## src/rtl/a2d_arb_if.sv

```systemverilog
// Signal bundle between the A2D arbiter, its three requesters and the A2D interface.
interface a2d_arb_if;
  logic [2:0]  req;
  logic [8:0]  req_chnl;
  logic        cnv_cmplt;
  logic [11:0] res;
  logic        strt_cnv;
  logic [2:0]  chnnl;
  logic [2:0]  gnt;
  logic [2:0]  done;
  logic [11:0] res_out;
  logic        tmo_err;

  modport slave (
    input  req, req_chnl, cnv_cmplt, res,
    output strt_cnv, chnnl, gnt, done, res_out, tmo_err
  );

  modport master (
    output req, req_chnl, cnv_cmplt, res,
    input  strt_cnv, chnnl, gnt, done, res_out, tmo_err
  );
endinterface

```

## src/rtl/a2d_arb.sv

```systemverilog
// Round-robin arbiter sharing one A2D converter among three requesters,
// with a conversion timeout that returns 12'hFFF and flags tmo_err.
module a2d_arb #(
  parameter int unsigned TMO_W = 12
) (
  input  logic      clk,
  input  logic      rst,
  a2d_arb_if.slave  bus
);

  typedef enum logic [1:0] {IDLE, START, WAIT, DONE} state_t;

  state_t           state_q, state_d;
  logic [2:0]       chnnl_q, chnnl_d;
  logic [2:0]       gnt_q, gnt_d;
  logic [11:0]      res_out_q, res_out_d;
  logic [1:0]       last_q, last_d;
  logic             tmo_q, tmo_d;
  logic [TMO_W-1:0] cnt_q, cnt_d, cnt_inc;

  logic [1:0]       cand;
  logic [1:0]       win_idx;
  logic             win_vld;

  // Search starts one past the previous owner so a persistent requester yields.
  always_comb begin
    cand    = '0;
    win_idx = '0;
    win_vld = 1'b0;
    for (int unsigned off = 1; off <= 3; off++) begin
      cand = 2'((32'(last_q) + off) % 3);
      if (!win_vld && bus.req[cand]) begin
        win_vld = 1'b1;
        win_idx = cand;
      end
    end
  end

  always_comb begin
    state_d   = state_q;
    chnnl_d   = chnnl_q;
    gnt_d     = gnt_q;
    res_out_d = res_out_q;
    last_d    = last_q;
    tmo_d     = tmo_q;
    cnt_d     = cnt_q;
    cnt_inc   = cnt_q + 1'b1;
    unique case (state_q)
      IDLE: begin
        if (win_vld) begin
          state_d = START;
          gnt_d   = 3'b001 << win_idx;
          chnnl_d = bus.req_chnl[3*win_idx +: 3];
          tmo_d   = 1'b0;
        end
      end
      START: begin
        state_d = WAIT;
        cnt_d   = '0;
      end
      WAIT: begin
        cnt_d = cnt_inc;
        // Completion wins over a coincident terminal count.
        if (bus.cnv_cmplt) begin
          res_out_d = bus.res;
          state_d   = DONE;
        end else if (&cnt_inc) begin
          res_out_d = 12'hFFF;
          tmo_d     = 1'b1;
          state_d   = DONE;
        end
      end
      DONE: begin
        state_d = IDLE;
        gnt_d   = '0;
        tmo_d   = 1'b0;
        last_d  = gnt_q[1] ? 2'd1 : (gnt_q[2] ? 2'd2 : 2'd0);
      end
      default: state_d = IDLE;
    endcase
  end

  always_ff @(posedge clk or posedge rst) begin
    if (rst) begin
      state_q   <= IDLE;
      chnnl_q   <= '0;
      gnt_q     <= '0;
      res_out_q <= '0;
      last_q    <= 2'd2;
      tmo_q     <= 1'b0;
      cnt_q     <= '0;
    end else begin
      state_q   <= state_d;
      chnnl_q   <= chnnl_d;
      gnt_q     <= gnt_d;
      res_out_q <= res_out_d;
      last_q    <= last_d;
      tmo_q     <= tmo_d;
      cnt_q     <= cnt_d;
    end
  end

  assign bus.strt_cnv = (state_q == START);
  assign bus.done     = (state_q == DONE) ? gnt_q : '0;
  assign bus.tmo_err  = (state_q == DONE) && tmo_q;
  assign bus.gnt      = gnt_q;
  assign bus.chnnl    = chnnl_q;
  assign bus.res_out  = res_out_q;

endmodule

```

## src/flat_wrapper.sv

```systemverilog
// flat-port wrapper written by rule: the top's interface ports become plain ports
module a2d_arb_flat 
#(
  parameter int unsigned TMO_W = 12
)
  (clk, rst, bus_req, bus_req_chnl, bus_cnv_cmplt, bus_res, bus_strt_cnv, bus_chnnl, bus_gnt, bus_done, bus_res_out, bus_tmo_err);
  a2d_arb_if bus_i ();
  input  logic clk;
  input  logic rst;
  input wire logic [$bits(bus_i.req)-1:0] bus_req;
  input wire logic [$bits(bus_i.req_chnl)-1:0] bus_req_chnl;
  input wire logic [$bits(bus_i.cnv_cmplt)-1:0] bus_cnv_cmplt;
  input wire logic [$bits(bus_i.res)-1:0] bus_res;
  output wire logic [$bits(bus_i.strt_cnv)-1:0] bus_strt_cnv;
  output wire logic [$bits(bus_i.chnnl)-1:0] bus_chnnl;
  output wire logic [$bits(bus_i.gnt)-1:0] bus_gnt;
  output wire logic [$bits(bus_i.done)-1:0] bus_done;
  output wire logic [$bits(bus_i.res_out)-1:0] bus_res_out;
  output wire logic [$bits(bus_i.tmo_err)-1:0] bus_tmo_err;
  assign bus_i.req = bus_req;
  assign bus_i.req_chnl = bus_req_chnl;
  assign bus_i.cnv_cmplt = bus_cnv_cmplt;
  assign bus_i.res = bus_res;
  assign bus_strt_cnv = bus_i.strt_cnv;
  assign bus_chnnl = bus_i.chnnl;
  assign bus_gnt = bus_i.gnt;
  assign bus_done = bus_i.done;
  assign bus_res_out = bus_i.res_out;
  assign bus_tmo_err = bus_i.tmo_err;
  a2d_arb #(.TMO_W(TMO_W)) u_core (.clk(clk), .rst(rst), .bus(bus_i));
endmodule
```

## config.mk

```make
export PLATFORM = sky130hd
export DESIGN_NAME = a2d_arb_flat
export DESIGN_NICKNAME = d
export VERILOG_FILES = /design/src/rtl/a2d_arb_if.sv /design/src/rtl/a2d_arb.sv /design/src/flat_wrapper.sv
export SDC_FILE = /design/constraint.sdc
export NUM_CORES = 1
export LEC_CHECK = 0
export ABC_AREA = 1
export CORE_MARGIN = 10
export CORE_UTILIZATION = 51
export DETAILED_ROUTE_END_ITERATION = 10
export GPL_TIMING_DRIVEN = 0
export PLACE_DENSITY = 0.8
export RECOVER_POWER = 50
export SYNTH_ARGS = -nofsm -noshare
export SYNTH_HDL_FRONTEND = slang
export SYNTH_SLANG_ARGS = --single-unit
```

## constraint.sdc

```tcl
create_clock -name clk -period 2.13 [get_ports clk]
set_input_delay 0.426 -clock clk [delete_from_list [all_inputs] [get_ports clk]]
set_output_delay 0.426 -clock clk [all_outputs]
set_load 0.005 [all_outputs]
```

; Word-level counts from Yosys, hierarchy flattened
; Cells that the tools add are included.
[op_classes]
addsub = 4
mul = 1
n_shift = 2
mux = 28
n_eq_ne = 7
magnitude_cmp = 3
n_reduce_logical = 16
div = 3
[ops]
columns = operator, n
row1 = $mod A32 B2 Y32 const B, 3
row2 = $mux W12, 2
row3 = $pmux W12 S2, 1
row4 = $mux W2, 8
row5 = $add A12 B1 Y12 const B, 1
row6 = $reduce_and A12 Y1, 1
row7 = $lt A2 B3 Y1 const B, 3
row8 = $mux W1, 9
row9 = $shiftx A9 B5 Y3, 1
row10 = $pmux W2 S4, 1
row11 = $reduce_and A2 Y1, 4
row12 = $add A2 B2 Y3 const B, 2
row13 = $bmux W1 S2, 3
row14 = $mux W3, 2
row15 = $pmux W3 S2, 1
row16 = $reduce_bool A2 Y1, 3
row17 = $eq A2 B2 Y1 const B, 2
row18 = $mul A2 B2 Y4 const A, 1
row19 = $ne A2 B1 Y1 const B, 2
row20 = $reduce_and A4 Y1, 1
row21 = $add A2 B1 Y3 const B, 1
row22 = $logic_and A1 B1 Y1, 3
row23 = $ne A3 B2 Y1 const B, 1
row24 = $pmux W1 S3, 1
row25 = 6 further kinds, 7
[word_totals]
out_inout_bits = 23
register_bits = 35

; Depth between registers and ports, before layout
; Gate-level depths: netlist of run 1.
[logic_depth]
depth_word = 14
mapped_depth = 14
ltp_nobuf = 13

; Least setup slack after synthesis of run 1
; No wires, ideal clock.
[synth_path]
kind = reg-to-reg
start = register u_core.last_q[1]
end = register u_core.chnnl_q[0], in the netlist u_core.bus.chnnl[0]
path_buffers = 1
path_slack_ns = 0.222
stages_incl_launch_ff = 12
arrival_ns = 1.795
setup_ns = 0.113
path_cell_list = dfstp_2 -> ha_1 -> buf_2 -> inv_1 -> nand3_1 -> nand2_1 -> nand4_1 -> nand2_1 -> inv_1 -> or2_2 -> nand2_1 -> inv_1
[synth_via]
elab_chain_cells = 13
elab_cells_between_ends = 25
classes_between = 3 x add/sub / 1 x mul / 3 x div / 1 x shift / 12 x mux / 5 x reduce/logical
[synth_rtl]
columns = item, line
row1 = "start, declared", a2d_arb.sv:17  ; logic [1:0] last_q, last_d;
row2 = "start signal, assigned", a2d_arb.sv:97  ; last_q <= last_d;
row3 = $add A2 B1 Y3, a2d_arb.sv:31  ; cand = 2'((32'(last_q) + off) % 3);
row4 = $mod A32 B2 Y32, a2d_arb.sv:31
row5 = $bmux W1 S2, a2d_arb.sv:32  ; if (!win_vld && bus.req[cand]) begin
row6 = $mux W1 (not written as such), a2d_arb.sv:32
row7 = $mux W1, a2d_arb.sv:32
row8 = $logic_not A1 Y1, a2d_arb.sv:32
row9 = $logic_and A1 B1 Y1, a2d_arb.sv:32
row10 = $mux W1, a2d_arb.sv:32
row11 = $logic_not A1 Y1, a2d_arb.sv:32
row12 = $logic_and A1 B1 Y1, a2d_arb.sv:32
row13 = $mux W2, a2d_arb.sv:32
row14 = $mul A2 B2 Y4, a2d_arb.sv:53  ; chnnl_d = bus.req_chnl[3*win_idx +: 3];
row15 = $shiftx A9 B5 Y3, a2d_arb.sv:53
row16 = "end signal, assigned", a2d_arb.sv:94  ; chnnl_q <= chnnl_d;
row17 = "end, declared", a2d_arb.sv:14  ; logic [2:0] chnnl_q, chnnl_d;
; Parallel ways exist; a longest one is shown, timed or not. The select of a mux whose other input is x is not followed.
; A chain may end at the register's enable or synchronous reset.

; Worst setup path in the final report of run 1
[layout_path]
start = register u_core.state_q[0]
end = output bus_done[1]
[layout_via]
elab_chain_cells = 2
[layout_rtl]
columns = item, line
row1 = "start, declared", a2d_arb.sv:13  ; state_t state_q, state_d;
row2 = "start signal, assigned", a2d_arb.sv:93  ; state_q <= state_d;
row3 = $eq A2 B2 Y1, a2d_arb.sv:104  ; assign bus.done = (state_q == DONE) ? gnt_q : '0;
row4 = $mux W3, a2d_arb.sv:104
row5 = "end, declared", flat_wrapper.sv:17  ; output wire logic [$bits(bus_i.done)-1:0] bus_done;
; Every way passes these cells.

==> results.md, run 1 <==
* Initial Util at 52.5%
* Area grow syn2layout at 29.5%
* Final period util at 95.9%
* Sequential area share after synthesis at 38.4%
* Compound-Gate Fraction of Synth Area at 7.01%
* Post-DR wirelength/cell at 13.0 µm
* Initial antenna violation count at 0
* Primary FF master, synth: dfrtp_1
* Routability cong. at 0.910
* CP endpoint kind: output pin
* Warnings from Yosys at 0
* Peak VDD IR at 701 µV
* Clk_lat worst skew at 0.28 ns
* Antenna viol nets, final at 0
* Largest stage delay on the critical path at 0.49 ns
* Num rows at 24
* Critical Path RT at 1.70 ns
* Slew @ Worst Pin at 1.32 ns
* Synth Area in XOR/XNOR at 0.383%
* Die Span X at 86.9 µm
* Htree depth at 2
* Max Cap Viol at 0
* Post-synthesis mux area share at 0%
* Most common cell after layout, fill and taps aside: nand2_1
* Syn Std Cell Area at about 0.0023 mm²
* CP startpoint: u_core.state_q[0]
* FF-to-FF path depth at 11
* Pre-antenna DRT Iters at 4
* Synthesis-stage register bit count at 35
* Detailed Route Iter0 Violations at between 100 and 150
* Via-per-instance ratio at ~5.2
* Period minus WS final at 2.04 ns
* Ys async rst share at 100%
* Die ar. at between 0.007 and 0.008 mm²
* Largest net degree at the start of global routing at 36
* Via count at 2221
* Pwr Density at 1070 mW/mm²
* Status: complete, no violations
* CP startpoint kind: flop
* Wirelength, routed at 5.55 mm
* Core area at ~0.0044 mm²
* Syn Inst Count at 318
* Grt ovf at 0
* Reg2reg start: u_core.last_q[1]
* Num Clock Sinks at 35
* Pwr Total at 3.17 mW
* Crit Path Class: reg -> out
* Clock tree from TritonCTS: yes
* Post-synth EDFFs at 0
* First-pass GRT wire length at 9.45 mm
* Static Leakage at about 1.4 nW
* Number of global-route vias before repair at about 2.1k
* Synth cell types at 27
* Setup slack, reg-to-reg at 0.14 ns
* Synthesized area per cell at 7.18 µm²
* Cell area after layout at around 0.0030 mm²
* Worst R2R End: u_core.state_q[1]
* GRT Util Overall at 14.9%
* CP max-delay cell: clkdlybuf4s50_1
* Max transition margin at between 10 and 15%
* Fmax at just under 500 MHz
* Pins over their slew limit at 0
* # DRC at 0
* Cell Area, Placed at 0.00284 mm²
* Crit path max fanout at 7
* Largest family of logic cells by synthesized area: simple AND/OR/NAND/NOR gates
* Die H at 86.9 µm
* Placed wire-length estimate at 4.18 mm
* Simple-gate portion of the synthesized area at 39.1%
* Clk buf depth at 2
* CTS Buf Count at 5
* Crit path cell chain: ha_2 -> nand2_1 -> inv_1 -> clkdlybuf4s50_1
* ANT cells at 0
* Hold Path Class: reg -> reg
* Most frequent cells in the layout: nand2_1, nand3_1, inv_1
* Adder-Cell Fraction of Synth Area at just under 5%
* Worst clock skew at 0.00452 ns
* Crit path DAT at between 1.5 and 2 ns
* Io pins at 50
* Root buffer cell: clkbuf_8
* Syn nets at between 300 and 400
* Final setup fails at 0
* Final-stage net count at 411
* Layout cells sized above 1 at 14.4%
* Clk slew on worst S/H paths at roughly 0.070 ns
* CP endpoint: bus_done[1]
* Port-buffer cells at a little under 50
* Final hold vios at 0
-- repair_timing --
item,in CTS,in global routing
hold buffers,0,0
pin swaps,1,1
resized for setup,1,7
setup buffers,1,2
endpoints found under the setup margin,3,12
-- routing by layer --
metal  routed length [µm]  vias up  global-route usage [%]  part of all wire, %
met5                    0        -                       0                    0
met4                   78        0                    3.09                  1.4
met3                  408        9                    5.52                  7.4
met2                 2570       51                    24.6                   46
met1                 2500     1027                    18.1                   45
li1                     -     1134                       -                    -
-- worst min-delay path by stage --
stage,end,from,cells after the start,slack [ns]
2_1_floorplan,u_core.bus.res_out[10],u_core.bus.res_out[10],2,0.46
6_report,u_core.bus.res_out[3],u_core.bus.res_out[3],2,0.47
4_1_cts,u_core.last_q[1],u_core.bus.gnt[1],1,0.48
3_3_place_gp,u_core.bus.res_out[8],u_core.bus.res_out[8],2,0.45
3_5_place_dp,u_core.bus.res_out[7],u_core.bus.res_out[7],2,0.46
5_1_grt,u_core.last_q[1],u_core.bus.gnt[1],1,0.49
-- cell usage after synthesis (2+ instances only) --
| master | number | area, µm² |
|---|---|---|
| buf_6 | 2 | 22.5 |
| nor2_1 | 14 | 52.6 |
| clkbuf_1 | 3 | 11.3 |
| nand2_2 | 9 | 56.3 |
| o22ai_1 | 13 | 81.3 |
| nor2_2 | 6 | 37.5 |
| nand2_4 | 2 | 22.5 |
| o21ai_0 | 8 | 40.0 |
| buf_2 | 3 | 15.0 |
| nand3_1 | 47 | 235 |
| nand4_1 | 7 | 43.8 |
| inv_1 | 47 | 176 |
| dfrtp_1 | 34 | 851 |
| nand2_1 | 83 | 312 |
| a21oi_1 | 4 | 20.0 |
| or2_2 | 15 | 93.8 |
| nor3_1 | 3 | 15.0 |
| ha_1 | 9 | 113 |
-- state kept, by name (all words and copies together) (netlist names) --
| name | flops |
|---|---|
| u_core.cnt_q | 12 |
| u_core.tmo_q | 1 |
| u_core.state_q | 2 |
| u_core.bus.chnnl | 3 |
| u_core.bus.res_out | 12 |
| u_core.bus.gnt | 3 |
| u_core.last_q | 2 |
-- kinds of logic (layout without fill, tap and decap cells) --
| kind of cell | count (synthesis) | in the layout |
|---|---|---|
| adder cells (fa/ha/maj) | 9 | 9 |
| flip-flops | 35 | 35 |
| XOR/XNOR | 1 | 1 |
| buffers and inverters | 56 | 114 |
| AO/OA/AOI/OAI | 28 | 28 |
| AND/OR/NAND/NOR | 189 | 189 |
-- per-stage QoR --
| step | hold slack, ns | worst slack [ns] | TNS, ns | utilization (%) | std cells |
|---|---|---|---|---|---|
| after floorplan | 0.464 | 0.222 | 0 | - | 318 |
| after CTS | 0.478 | 0.00295 | 0 | 67.4 | 428 |
| after detailed placement | 0.460 | -0.0726 | -0.211 | 65.2 | 419 |
| after global routing | 0.495 | -0.0169 | -0.0283 | 67.9 | 428 |
| final | 0.475 | 0.0883 | 0 | 67.9 | 428 |
| after global placement | 0.453 | -0.0665 | -0.186 | 65.2 | 419 |
-- critical path, delay by kind of cell (launching register included) --
kind                       cells  cell delay (ns)
and+or+nand+nor                1             0.10
adders and majority gates      1             0.27
buffers and inverters          2             0.55
DFF                            1             0.40
-- area by class of cell --
cell class / count / area [µm²]
flip-flops and latches: 35 / 877
repair buffers: 52 / 513
clock inverters: 2 / 12.5
fillers: 375 / 1400
multi-input cells: 227 / 1190
well taps: 52 / 65.1
plain buffers: 7 / 46.3
inverters: 47 / 176
clock buffers: 6 / 72.6
-- where the power goes --
| group | internal, mW | leakage [nW] | switching (mW) | total (mW) |
|---|---|---|---|---|
| clock network | 0.229 | 0.0412 | 0.248 | 0.476 |
| logic | 0.765 | 0.892 | 0.911 | 1.68 |
| registers | 0.882 | 0.445 | 0.138 | 1.02 |
Power figures use the tool's default switching activity.
==> run 2, diff against run 1 <==
--- a/config.mk
+++ b/config.mk
@@ -8,10 +8,9 @@
 export ABC_AREA = 1
 export CORE_MARGIN = 10
 export CORE_UTILIZATION = 51
+export CTS_BUF_LIST = sky130_fd_sc_hd__clkbuf_16
 export DETAILED_ROUTE_END_ITERATION = 10
-export GPL_TIMING_DRIVEN = 0
 export PLACE_DENSITY = 0.8
-export RECOVER_POWER = 50
 export SYNTH_ARGS = -nofsm -noshare
 export SYNTH_HDL_FRONTEND = slang
 export SYNTH_SLANG_ARGS = --single-unit
==> run 2 against run 1 <==
Compared with the run above: setup slack worse by 0.0041 ns; power increased by 6.2%; combinational power hardly changed; critical path depth unchanged; register-to-register slack is essentially flat; clock skew up 0.0022 ns; sequential cell count is the same; largest cell class unchanged; core utilization up 0.34 points; global-route usage is 0.62 points higher; sequential share of layout area down 0.15 points.
==> results.md, run 2 (synthesis gave the netlist of run 1 again) <==
* FF-to-FF path depth at 11 (unchanged)
* Placed wire-length estimate at 4.33 mm (+3.5%)
* Final setup fails at 0 (unchanged)
* Delay-heaviest family, CP: buffers and inverters
* Clk buf depth at 2 (unchanged)
* Hold Buf Count CTS at 0 (unchanged)
* # DRC at 0 (unchanged)
* Hold_sp: u_core.bus.res_out[3]
* Layout cells sized above 1 at 13.2% (-1.1 points)
* Crit path cell chain: ha_2 -> nand2_1 -> inv_1 -> clkdlybuf4s50_1
* Grt ovf at 0 (unchanged)
* Worst Hold End: u_core.bus.res_out[3]
* CP endpoint kind: output pin
* Setup slack, reg-to-reg at 0.14 ns (about the same)
* Most frequent cells in the layout: nand2_1, clkdlybuf4s50_1, inv_1, nand3_1, dfrtp_1
* Crit path buffers/inverters at 2 (unchanged)
* Post-Route Setup TNS at 0 ns (unchanged)
* CP startpoint: u_core.state_q[0]
* Clk_lat worst skew at 0.28 ns (about the same)
* Post-DR wirelength/cell at 13.9 µm (+7.3%)
* Reg2reg start: u_core.last_q[1]
* Final hold vios at 0 (unchanged)
* Largest net degree at the start of global routing at 36 (unchanged)
* Worst clock skew at 0.00670 ns (+0.00219 ns)
* Wirelength, routed at 5.87 mm (+5.8%)
* Largest stage delay on the critical path at 0.50 ns (about the same)
* Crit path max fanout at 7 (unchanged)
* Clk slew on worst S/H paths at 0.05 ns (-0.02 ns)
* Crit Path Class: reg -> out
* Fmax at 489 MHz (-0.20%)
* ANT cells at 0 (unchanged)
* Number of global-route vias before repair at 2079 (-2.7%)
* Die Span X at 86.9 µm (unchanged)
* Port-buffer cells at 49 (unchanged)
* Core area at 0.00435 mm² (unchanged)
* Max Cap Viol at 0 (unchanged)
* GRT Util Overall at 15.5% (+0.62 points)
* Worst R2R End: u_core.bus.chnnl[2]
* Hold Path Class: reg -> reg
* Antenna viol nets, final at 0 (unchanged)
* Htree depth at 2 (unchanged)
* Initial Util at 52.5% (unchanged)
* Num Clock Sinks at 35 (unchanged)
* Io pins at 50 (unchanged)
* Pre-antenna DRT Iters at 4 (unchanged)
* Detailed Route Iter0 Violations at 196 (+43%)
* Crit path DAT at 1.62 ns (about the same)
* Pwr Total at 3.37 mW (+6.2%)
* Via count at 2196 (-1.1%)
* Via-per-instance ratio at 5.20 (+0.28%)
* Static Leakage at 1.39 nW (+0.73%)
* Area grow syn2layout at 30.1%
* Routability cong. at 0.874 (-3.9%)
* Final period util at 96.0% (+0.19 points)
* Final-stage net count at 405 (-1.5%)
* First-pass GRT wire length at 9.54 mm (+0.94%)
* Root buffer cell: clkbuf_16
* Max transition margin at 69.8% (+58 points)
* CP max-delay cell: clkdlybuf4s50_1
* Clock tree from TritonCTS: yes
* Die ar. at 0.00756 mm² (unchanged)
* Period minus WS final at 2.05 ns (+0.00407 ns)
* Num rows at 24 (unchanged)
* Peak VDD IR at 647 µV (-7.7%)
* Pins over their slew limit at 0 (unchanged)
* CP startpoint kind: flop
* Die H at 86.9 µm (unchanged)
* Critical Path RT at 1.70 ns (about the same)
* Status: complete, no violations
* Most common cell after layout, fill and taps aside: nand2_1
* CTS Buf Count at 5 (unchanged)
* Slew @ Worst Pin at 0.453 ns (-0.872 ns)
* Pwr Density at 1130 mW/mm² (+5.6%)
* Hold Path Stages at 2 (unchanged)
* # Post-CTS Setup Buffers at 0 (-1)
* Initial antenna violation count at 0 (unchanged)
run 2: cell types whose count changed in the layout (fill, tap and decap cells not counted), sizes merged:
cell / before / now
buf: 7 / 4
clkinvlp: 1 / 0
clkinv: 1 / 2
inv: 47 / 48
clkdlybuf4s50: 43 / 49
dlygate4sd3: 6 / 0
clkbuf: 9 / 5
run 2: worst min-delay path: cells and delay by family (launching register included):
kind             cells  cell delay (ns)
AND/OR/NAND/NOR      2             0.10
flip-flops           1             0.34
run 2: metrics by stage:
stage | instance area [µm²] | hold WS (ns) | worst slack [ns] | utilization, % | instances
6_report | 2970 | 0.468 | 0.0842 | 68.3 | 422
4_1_cts | 2950 | 0.473 | 0.0173 | 67.8 | 422
3_3_place_gp | 2810 | 0.455 | 0.101 | 64.6 | 414
3_5_place_dp | 2810 | 0.459 | -0.0117 | 64.6 | 414
5_1_grt | 2970 | 0.501 | -0.0160 | 68.3 | 422
2_1_floorplan | 2280 | 0.464 | 0.222 | - | 318
run 2: power breakdown:
part,internal [mW],leakage (nW),switching [mW]
Combinational,0.759,0.873,0.890
Sequential,0.884,0.445,0.150
Clock,0.420,0.0701,0.265
run 2: layer usage:
metal | routed length, µm | vias up | GRT usage [%]
met4 | 110 | 0 | 5.89
li1 | - | 1119 | -
met2 | 2840 | 60 | 24.7
met1 | 2540 | 1007 | 18.8
met5 | 0 | - | 0
met3 | 384 | 10 | 5.34
run 2: worst max-delay path by stage:
stage | endpoint | slack, ns | depth (start not counted)
final | bus_done[2] | 0.08 | 4
after global routing | u_core.bus.chnnl[0] | -0.02 | 12
after CTS | u_core.bus.chnnl[2] | 0.02 | 11
after detailed placement | u_core.bus.chnnl[2] | -0.01 | 10
after global placement | u_core.bus.chnnl[1] | 0.10 | 10
after floorplan | u_core.bus.chnnl[0] | 0.22 | 11
run 2: area by class of cell:
class                   count  area (µm²)
well taps                  52        65.1
fillers                   361        1380
flip-flops and latches     35         877
clock inverters             3        11.3
clock buffers               5         125
inverters                  47         176
multi-input cells         227        1200
repair buffers             53         520
run 2: timing repair:
item,4_1_cts,5_1_grt
endpoints found under the setup margin,3,12
pin swaps,0,1
endpoints found under the hold margin,0,0
cloned,0,0
resized for setup,1,7
==> run 3, diff against run 2 <==
--- a/config.mk
+++ b/config.mk
@@ -7,10 +7,10 @@
 export LEC_CHECK = 0
 export ABC_AREA = 1
 export CORE_MARGIN = 10
-export CORE_UTILIZATION = 51
+export CORE_UTILIZATION = 55
 export CTS_BUF_LIST = sky130_fd_sc_hd__clkbuf_16
 export DETAILED_ROUTE_END_ITERATION = 10
-export PLACE_DENSITY = 0.8
+export PLACE_DENSITY = 0.86
 export SYNTH_ARGS = -nofsm -noshare
 export SYNTH_HDL_FRONTEND = slang
 export SYNTH_SLANG_ARGS = --single-unit
==> constraint.sdc (replaced) <==
create_clock -name clk -period 2.63 [get_ports clk]
set_input_delay 0.526 -clock clk [delete_from_list [all_inputs] [get_ports clk]]
set_output_delay 0.526 -clock clk [all_outputs]
set_load 0.005 [all_outputs]
==> run 3 against run 2 <==
Compared with the run above: core utilization rose by 5.5 points; sequential power fell by 19%; first-iteration DRC count rose by 0.51%; critical path depth did not move; cell area fell by 0.67%.
==> results.md, run 3 (synthesis gave the netlist of run 1 again) <==
* Status: complete, no violations
* Final hold vios at 0 (unchanged)
* Io pins at 50 (unchanged)
* Pre-antenna DRT Iters at 4 (unchanged)
* Core area at 0.00400 mm² (-8.1%)
* Layout cells sized above 1 at 11.9% (-1.4 points)
* Clk buf depth at 2 (unchanged)
* First-pass GRT wire length at 10.3 mm (+7.5%)
* GRT Util Overall at 17.1% (+1.6 points)
* # DRC at 0 (unchanged)
* Static Leakage at 1.39 nW (+0.31%)
* Placed wire-length estimate at 4.56 mm (+5.4%)
* Wirelength, routed at 6.02 mm (+2.6%)
* Final WS setup at 0.421 ns (+0.337 ns)
* CTS resizes at 0 (-1)
* Via-per-instance ratio at 5.39 (+3.6%)
* Clk_lat worst skew at 0.28 ns (about the same)
* Critical Path RT at 2.10 ns (+0.40 ns)
* Fmax at 453 MHz
* Largest net degree at the start of global routing at 18 (-50%)
* RSZ-0062 raised after global routing: no
* Slew @ Worst Pin at 0.603 ns (+0.149 ns)
* Via count at 2264 (+3.1%)
* Grt ovf at 0 (unchanged)
* Clk slew on worst S/H paths at 0.05 ns (about the same)
* ANT cells at 0 (unchanged)
* Post-DR wirelength/cell at 14.3 µm (+3.0%)
* CP endpoint kind: output pin
* Initial Util at 57.1% (+4.6 points)
* Peak VDD IR at 722 µV (+12%)
* Routability cong. at 0.857 (-2.0%)
* Die Span X at 84.5 µm (-2.9%)
* Die H at 84.5 µm (-2.9%)
* Period minus WS final at around 2.2 ns
* Post-Route Setup TNS at 0 ns (unchanged)
* Detailed Route Iter0 Violations at 197 (+0.51%)
* Worst clock skew at 0.00846 ns (+0.00176 ns)
* Pins over their slew limit at 0 (unchanged)
* Hold Path Class: reg -> reg
* Most common cell after layout, fill and taps aside: nand2_1
* Pwr Density at 920 mW/mm² (-19%)
* CP startpoint kind: flop
* Number of global-route vias before repair at 2338 (+12%)
* Pwr Total at 2.72 mW (-19%)
* Die ar. at 0.00713 mm² (-5.6%)
* Antenna viol nets, final at 0 (unchanged)
* Max Cap Viol at 0 (unchanged)
* CTS Buf Count at 5 (unchanged)
* Hold Buf Count CTS at 0 (unchanged)
* Root buffer cell: clkbuf_16
* Initial antenna violation count at 0 (unchanged)
* Area grow syn2layout at 29.2%
* # Post-CTS Setup Buffers at 0 (unchanged)
* Crit path DAT at 1.68 ns (+0.06 ns)
* Post-place setup slack at 0.378 ns (+0.390 ns)
* Htree depth at 2 (unchanged)
* Num Clock Sinks at 35 (unchanged)
* Num rows at 23 (-4.2%)
* Final setup fails at 0 (unchanged)
* Max transition margin at 59.8% (-10 points)
* Clock tree from TritonCTS: yes
* Final period util at 84.0%
* Final-stage net count at 405 (unchanged)
* Port-buffer cells at 49 (unchanged)
* Most frequent cells in the layout: nand2_1, clkdlybuf4s50_1, inv_1
* Crit path max fanout at 7 (unchanged)
* Crit Path Class: reg -> out
==> run 3: cell types whose count changed in the layout (fill, tap and decap cells not counted), moves of 2 or more <==
| cell | change |
|---|---|
| ha_1 | +3 |
| ha_2 | -2 |
| nand2_1 | +2 |
| nand2_2 | -2 |
==> run 3: final timing paths <==
path / from / end / slack [ns] / cells after the start
setup / recovery: u_core.state_q[1] / bus_done[1] / 0.42 / 4
hold / removal: u_core.bus.res_out[0] / u_core.bus.res_out[0] / 0.48 / 2
setup reg to reg: u_core.last_q[0] / u_core.bus.chnnl[0] / 0.49 / 12
hold reg to reg: u_core.bus.res_out[0] / u_core.bus.res_out[0] / 0.48 / 2
max in group asynchronous: rst / u_core.last_q[1] / 1.39 / 3
min in group asynchronous: rst / u_core.bus.gnt[0] / 0.61 / 2
==> run 3: area by class of cell <==
class / instances / area (µm²)
timing repair buffer: 53 / 520
sequential: 35 / 877
clock inverter: 3 / 16.3
clock buffer: 5 / 125
inverter: 47 / 176
fill: 303 / 1050
tap: 50 / 62.6
multi-input combinational: 227 / 1170
==> run 3: stage by stage <==
step | cells | utilization (%) | area [µm²] | hold slack [ns]
6_report | 420 | 73.8 | 2950 | 0.477
5_1_grt | 420 | 73.8 | 2950 | 0.506
4_1_cts | 420 | 73.8 | 2950 | 0.475
3_5_place_dp | 412 | 70.3 | 2810 | 0.459
3_3_place_gp | 412 | 70.3 | 2810 | 0.454
2_1_floorplan | 318 | - | 2280 | 0.464
==> run 3: per-layer routing <==
metal	GRT usage [%]	share of wire (%)	up-vias
met5	0	0	-
met4	7.34	2.1	0
met3	6.76	6.8	13
met2	29.3	51	69
met1	18.3	40	1064
li1	-	-	1118
==> run 3: power by group <==
part	switching, mW	internal, mW	total, mW
registers	0.118	0.716	0.833
logic	0.724	0.594	1.32
clock network	0.221	0.345	0.567
==> run 3: worst max-delay path: stages (launching register included) <==
cell and delay [ns]:
dfrtp_1 0.40, ha_1 0.30, nand2_1 0.13, inv_1 0.07
clkdlybuf4s50_1 0.50
